File: src/rtl/sram_arbiter.sv
// sram_arbiter: two-port round-robin front end for the single-port SRAM controller.
// Port 0 carries instruction fetches and port 1 carries data accesses. One command is
// latched at a time and replayed to the controller until it reports completion.
module sram_arbiter #(
  parameter int ADDR_W  = 18,
  parameter int WDATA_W = 32,
  parameter int RDATA_W = 64
) (
  input  logic               clk,
  input  logic               rst,
  input  logic               p0_rd_en,
  input  logic               p0_wr_en,
  input  logic [ADDR_W-1:0]  p0_addr,
  input  logic [WDATA_W-1:0] p0_write_data,
  output logic [RDATA_W-1:0] p0_read_data,
  output logic               p0_ready,
  input  logic               p1_rd_en,
  input  logic               p1_wr_en,
  input  logic [ADDR_W-1:0]  p1_addr,
  input  logic [WDATA_W-1:0] p1_write_data,
  output logic [RDATA_W-1:0] p1_read_data,
  output logic               p1_ready,
  output logic               mem_rd_en,
  output logic               mem_wr_en,
  output logic [ADDR_W-1:0]  mem_addr,
  output logic [WDATA_W-1:0] mem_write_data,
  input  logic [RDATA_W-1:0] mem_read_data,
  input  logic               mem_ready
);

  typedef enum logic {IDLE, BUSY} state_t;

  state_t state;
  state_t state_nxt;

  logic               req0;
  logic               req1;
  logic               win;
  logic               grant_fire;
  logic               complete;
  logic               is_read;
  logic               gnt;
  logic               last;
  logic               cmd_wr;
  logic               cmd_rd;
  logic [ADDR_W-1:0]  cmd_addr;
  logic [WDATA_W-1:0] cmd_wdata;
  logic [RDATA_W-1:0] rdata_hold0;
  logic [RDATA_W-1:0] rdata_hold1;

  assign req0       = p0_rd_en | p0_wr_en;
  assign req1       = p1_rd_en | p1_wr_en;
  assign grant_fire = (state == IDLE) & (req0 | req1);
  assign complete   = (state == BUSY) & mem_ready;
  // A request with both enables set is a write, so it never counts as a read.
  assign is_read    = cmd_rd & ~cmd_wr;

  // Pick the winner: the lone requester, or on a tie the port not served last.
  always_comb begin
    win = 1'b0;
    if (req0 && req1) begin
      win = ~last;
    end else if (req1) begin
      win = 1'b1;
    end
  end

  // State register.
  always_ff @(posedge clk or negedge rst) begin
    if (!rst) begin
      state <= IDLE;
    end else begin
      state <= state_nxt;
    end
  end

  // Next state: leave IDLE on any request, leave BUSY when the controller completes.
  always_comb begin
    state_nxt = state;
    case (state)
      IDLE:    if (req0 || req1) state_nxt = BUSY;
      BUSY:    if (mem_ready)    state_nxt = IDLE;
      default: state_nxt = IDLE;
    endcase
  end

  // Latch the winning command on grant; record the served port and capture read data on completion.
  always_ff @(posedge clk or negedge rst) begin
    if (!rst) begin
      gnt         <= 1'b0;
      last        <= 1'b1;
      cmd_wr      <= 1'b0;
      cmd_rd      <= 1'b0;
      cmd_addr    <= '0;
      cmd_wdata   <= '0;
      rdata_hold0 <= '0;
      rdata_hold1 <= '0;
    end else begin
      if (grant_fire) begin
        gnt <= win;
        if (win) begin
          cmd_wr    <= p1_wr_en;
          cmd_rd    <= p1_rd_en;
          cmd_addr  <= p1_addr;
          cmd_wdata <= p1_write_data;
        end else begin
          cmd_wr    <= p0_wr_en;
          cmd_rd    <= p0_rd_en;
          cmd_addr  <= p0_addr;
          cmd_wdata <= p0_write_data;
        end
      end
      if (complete) begin
        last   <= gnt;
        cmd_rd <= 1'b0;
        cmd_wr <= 1'b0;
        if (is_read) begin
          if (gnt) begin
            rdata_hold1 <= mem_read_data;
          end else begin
            rdata_hold0 <= mem_read_data;
          end
        end
      end
    end
  end

  // Controller strobes come straight from the latched command; ready and read data bypass on completion.
  // While reset is held the pipeline is never frozen, so both readies are forced high.
  always_comb begin
    mem_rd_en      = (state == BUSY) & is_read;
    mem_wr_en      = (state == BUSY) & cmd_wr;
    mem_addr       = cmd_addr;
    mem_write_data = cmd_wdata;
    p0_ready       = ~rst | ~req0 | (complete & ~gnt);
    p1_ready       = ~rst | ~req1 | (complete & gnt);
    p0_read_data   = (complete & ~gnt & is_read) ? mem_read_data : rdata_hold0;
    p1_read_data   = (complete & gnt & is_read)  ? mem_read_data : rdata_hold1;
  end

endmodule

File: config.mk
export PLATFORM = sky130hd
export DESIGN_NAME = sram_arbiter
export DESIGN_NICKNAME = d
export VERILOG_FILES = /design/src/rtl/sram_arbiter.sv
export SDC_FILE = /design/constraint.sdc
export NUM_CORES = 1
export LEC_CHECK = 0
export CAP_MARGIN = 5
export CORE_ASPECT_RATIO = 0.5
export CORE_MARGIN = 10
export CORE_UTILIZATION = 45
export DETAILED_ROUTE_END_ITERATION = 12
export PLACE_DENSITY = 0.82
export REMOVE_ABC_BUFFERS = 1
export SYNTH_ARGS = -nofsm -noshare
export SYNTH_HDL_FRONTEND = slang
export SYNTH_SLANG_ARGS = --single-unit
File: constraint.sdc
create_clock -name clk -period 2.3 [get_ports clk]
set_input_delay 0.46 -clock clk [delete_from_list [all_inputs] [get_ports clk]]
set_output_delay 0.46 -clock clk [all_outputs]
set_load 0.005 [all_outputs]
==> summary.md <==
| Metric | Value |
|---|---|
| Cell taking the most area after synthesis | `dfrtp_1` |
| Synth Area in Simple Gates | `0.0132` |
| Sw frac | `0.308` |
| GRT Total Usage | `0.259` |
| Final setup viols | `128` |
| Post-Layout Cell Count | `1448` |
| Worst EP arrival | `2.24 ns` |
| Final setup margin | `-0.402 ns` |
| R2R setup slack | `0.09 ns` |
| Endpoint class of the critical path | `primary output` |
| N_diodes | `0` |
| Routed vias | `8545` |
| Area share of the largest cell type after synthesis | `0.477` |
| Asr flop ratio synth | `1.00` |
| Largest net degree at the start of global routing | `183` |
| IO buf count | `352` |
| RD Place Congestion | `0.814` |
| Largest stage delay on the critical path | `0.41 ns` |
| Clk Latency, worst-skew pair | `0.45 ns` |
| Layout Nets | `1333` |
| Slew Limit Fails | `0` |
| RSZ-0062 raised after global routing | `true` |
| Leak pwr | `7.12 nW` |
| Final worst-path cycle share | `1.17` |
| Max-slew headroom | `0.330` |
| Starting Density | `0.461` |
| Max VDD drop | `0.704 mV` |
| Cell internal pwr | `11.8 mW` |
| Clk pwr share | `0.194` |
| DR pass1 iterations | `7` |
| XOR/XNOR share of the synthesized area | `0` |
| Vias per cell | `5.90` |
| Max Root-Sink Buffers | `2` |
| Adder-cell share of the synthesized area | `0` |
| WP data required | `1.84 ns` |
| Mapped Cells | `689` |
| Most common flop cell mapped by yosys | `dfrtp_1` |
| Status | `finished with violations` |
| Number of buffers and inverters on the critical path | `5` |
| First-pass GRT wire length | `55600 um` |
| Die H | `123 um` |
| Place WS | `-0.621 ns` |
| Flop pwr share | `0.322` |
| H-tree depth | `4` |
| DRC errors left | `0` |
| Crit Path Class | `reg -> out` |
| Sinks on Clock Net | `183` |
| Synth Area in Compound Gates | `0.159` |
| Final core utilization | `0.789` |
| # rows | `37` |
| Critical Path Most Common Cell | `buf_6` |
| Delay-heaviest family, CP | `buffers and inverters` |
| Initial antenna violation count | `0` |
| Cell count after placement | `1306` |
| Warning count from the yosys run | `0` |
| Core area | `0.0207 mm^2` |
| Area growth syn-to-layout | `71.2%` |
| Width of the die | `226 um` |
| Number of flops mapped to enable cells by yosys | `0` |
| ANT nets after route | `0` |
| Vias in the first global route | `8937` |
| CP max FO | `8` |
| Number of max-cap violations | `0` |
| Pwr/cell area | `1050 mW/mm^2` |
| CP max stage cell | `dfrtp_1` |
| Synthesized flop and latch total | `183` |
| Endpoints failing hold | `0` |
| Final wirelength | `40100 um` |
| CTS clock-pin slew for the worst setup and hold paths | `0.08 ns` |
| GR Overflow Total | `0` |
| Clk root buf | `clkbuf_16` |
| Fraction of layout cells with a size suffix above 1 | `0.450` |
| Worst Tran Pin Value | `1.00 ns` |
| DIE AREA | `0.0278 mm^2` |
| Sequential fraction of the synthesis area | `0.480` |
| Iter 0 DRT Violations | `639` |
| Routed WL per cell | `27.7 um` |
| Largest cells by area after synthesis | `dfrtp_1, mux2_1, a2bb2oi_2` |
| Minimum clock period | `2.70 ns` |
| Synthesized cell area | `0.00954 mm^2` |
| DP Wirelength | `21900 um` |
| Main combinational cell family by area after synthesis | `multiplexers` |
| Worst-path cell chain | `nand2b_4, nor3_4, buf_6, buf_12, buf_12, buf_6, mux2_4, buf_6` |
| CP Launch Type | `flip-flop` |
| Hold Path Class | `in -> async` |
| Clock Skews | `0.0128 ns` |
| Sw Pwr | `5.26 mW` |
| Max Fclk | `370 MHz` |
| CTS tree | `yes` |
| Failing checks | `setup timing` |
| Mean Syn Cell Area | `13.8 um^2` |
| Num CTS Buffers | `17` |
| IO Pins | `353` |
| Combinational fraction of design power | `0.483` |
| Post-synthesis mux area share | `0.302` |
| Yosys cell types | `33` |
layout by cell type, fill, tap and decap left out, types with 10 or more instances in the layout:
cell type	instances
clkbuf_16	20
buf_6	147
mux2_1	120
clkdlybuf4s50_1	218
buf_12	26
buf_8	10
mux2_4	128
clkbuf_2	10
a311oi_1	50
a2bb2oi_2	49
buf_4	91
o21ai_0	50
dfrtp_1	180
power groups by stage:
stage	registers, mW	logic [mW]	clock network (mW)
floorplan	5.06	2.51	0
global placement	5.20	6.34	0
detailed placement	5.29	6.46	0
CTS	5.31	7.62	3.29
global route	5.60	8.59	3.45
finish	5.50	8.25	3.32
synth_stat cells, types with 2 or more instances:
library cell and number:
a21oi_1 2, a2bb2oi_2 49, a311oi_1 50, buf_2 6
buf_4 25, buf_6 10, clkbuf_1 26, dfrtp_1 182
mux2_1 248, mux2_2 8, nand2_1 5, nand2b_1 3
nand3_1 2, nor2_1 4, o21ai_0 50, o21ai_1 2
area by class of cell:
type                            count  area, um^2
Clock buffer                       20         467
Clock inverter                     12         188
Fill cell                        1089        4360
Inverter                            1        3.75
Multi-Input combinational cell    437        5060
Sequential cell                   183        4580
Tap cell                          273         342
Timing Repair Buffer              522        5700
path summary, 6_finish.rpt:
check                                                  from                           to  depth (start not counted)
worst max-delay path                     cmd_wr$_DFFE_PN0P_              p0_read_data[9]                          8
worst min-delay path                                    rst              gnt$_DFFE_PN0P_                          2
worst max register to register           cmd_wr$_DFFE_PN0P_  rdata_hold1[33]$_DFFE_PN0P_                         10
worst min register to register  rdata_hold0[50]$_DFFE_PN0P_  rdata_hold0[50]$_DFFE_PN0P_                          1
max in group asynchronous                               rst     mem_addr[10]$_DFFE_PN0P_                          3
min in group clk                rdata_hold0[50]$_DFFE_PN0P_  rdata_hold0[50]$_DFFE_PN0P_                          1
metrics by stage:
step | area, um^2 | hold WS (ns) | TNS [ns] | power [mW]
6_report | 16300 | 0.393 | -34.28 | 17.1
5_1_grt | 16300 | 0.383 | -36.89 | 17.6
4_1_cts | 16100 | 0.372 | -23.89 | 16.2
3_5_place_dp | 13700 | 0.254 | -73.30 | 11.7
3_3_place_gp | 13700 | 0.253 | -68.55 | 11.5
2_1_floorplan | 9110 | 0.164 | -1418.97 | 7.57
metal layers:
metal  vias up  part of all wire  GRT usage
met2       391              0.51      0.468
met5         -                 0          0
met4         0             0.053      0.129
met1      4448              0.38      0.293
met3       123             0.055     0.0482
li1       3583                 -          -
registers in the layout (all words and copies together) (netlist names):
register        flops
rdata_hold1        64
state               1
cmd_rd              1
gnt                 1
mem_write_data     32
last                1
mem_addr           18
rdata_hold0        64
cmd_wr              1
logic make-up after synthesis:
kind of cell,after synthesis
buffers and inverters,69
flip-flops,183
AND/OR/NAND/NOR,20
multiplexers,256
AO/OA/AOI/OAI,161
worst reg2reg max path, stage by stage, from the launching register on:
cell and delay (ns):
dfrtp_1 0.41, nand2b_4 0.19, nor2_4 0.15, buf_12 0.16, buf_12 0.13, buf_12 0.12, buf_16 0.11, buf_4 0.10
buf_4 0.10, buf_4 0.25, mux2_1 0.37
what timing repair did:
action	in CTS	in global routing
pin swaps	4	1
buffers inserted	73	33
hold buffers	1	0
cloned	16	3
endpoints found under the setup margin	132	129
resized for setup	744	96
hold endpoints to repair	1	0
Note: power is estimated with default switching activity, not from simulation.
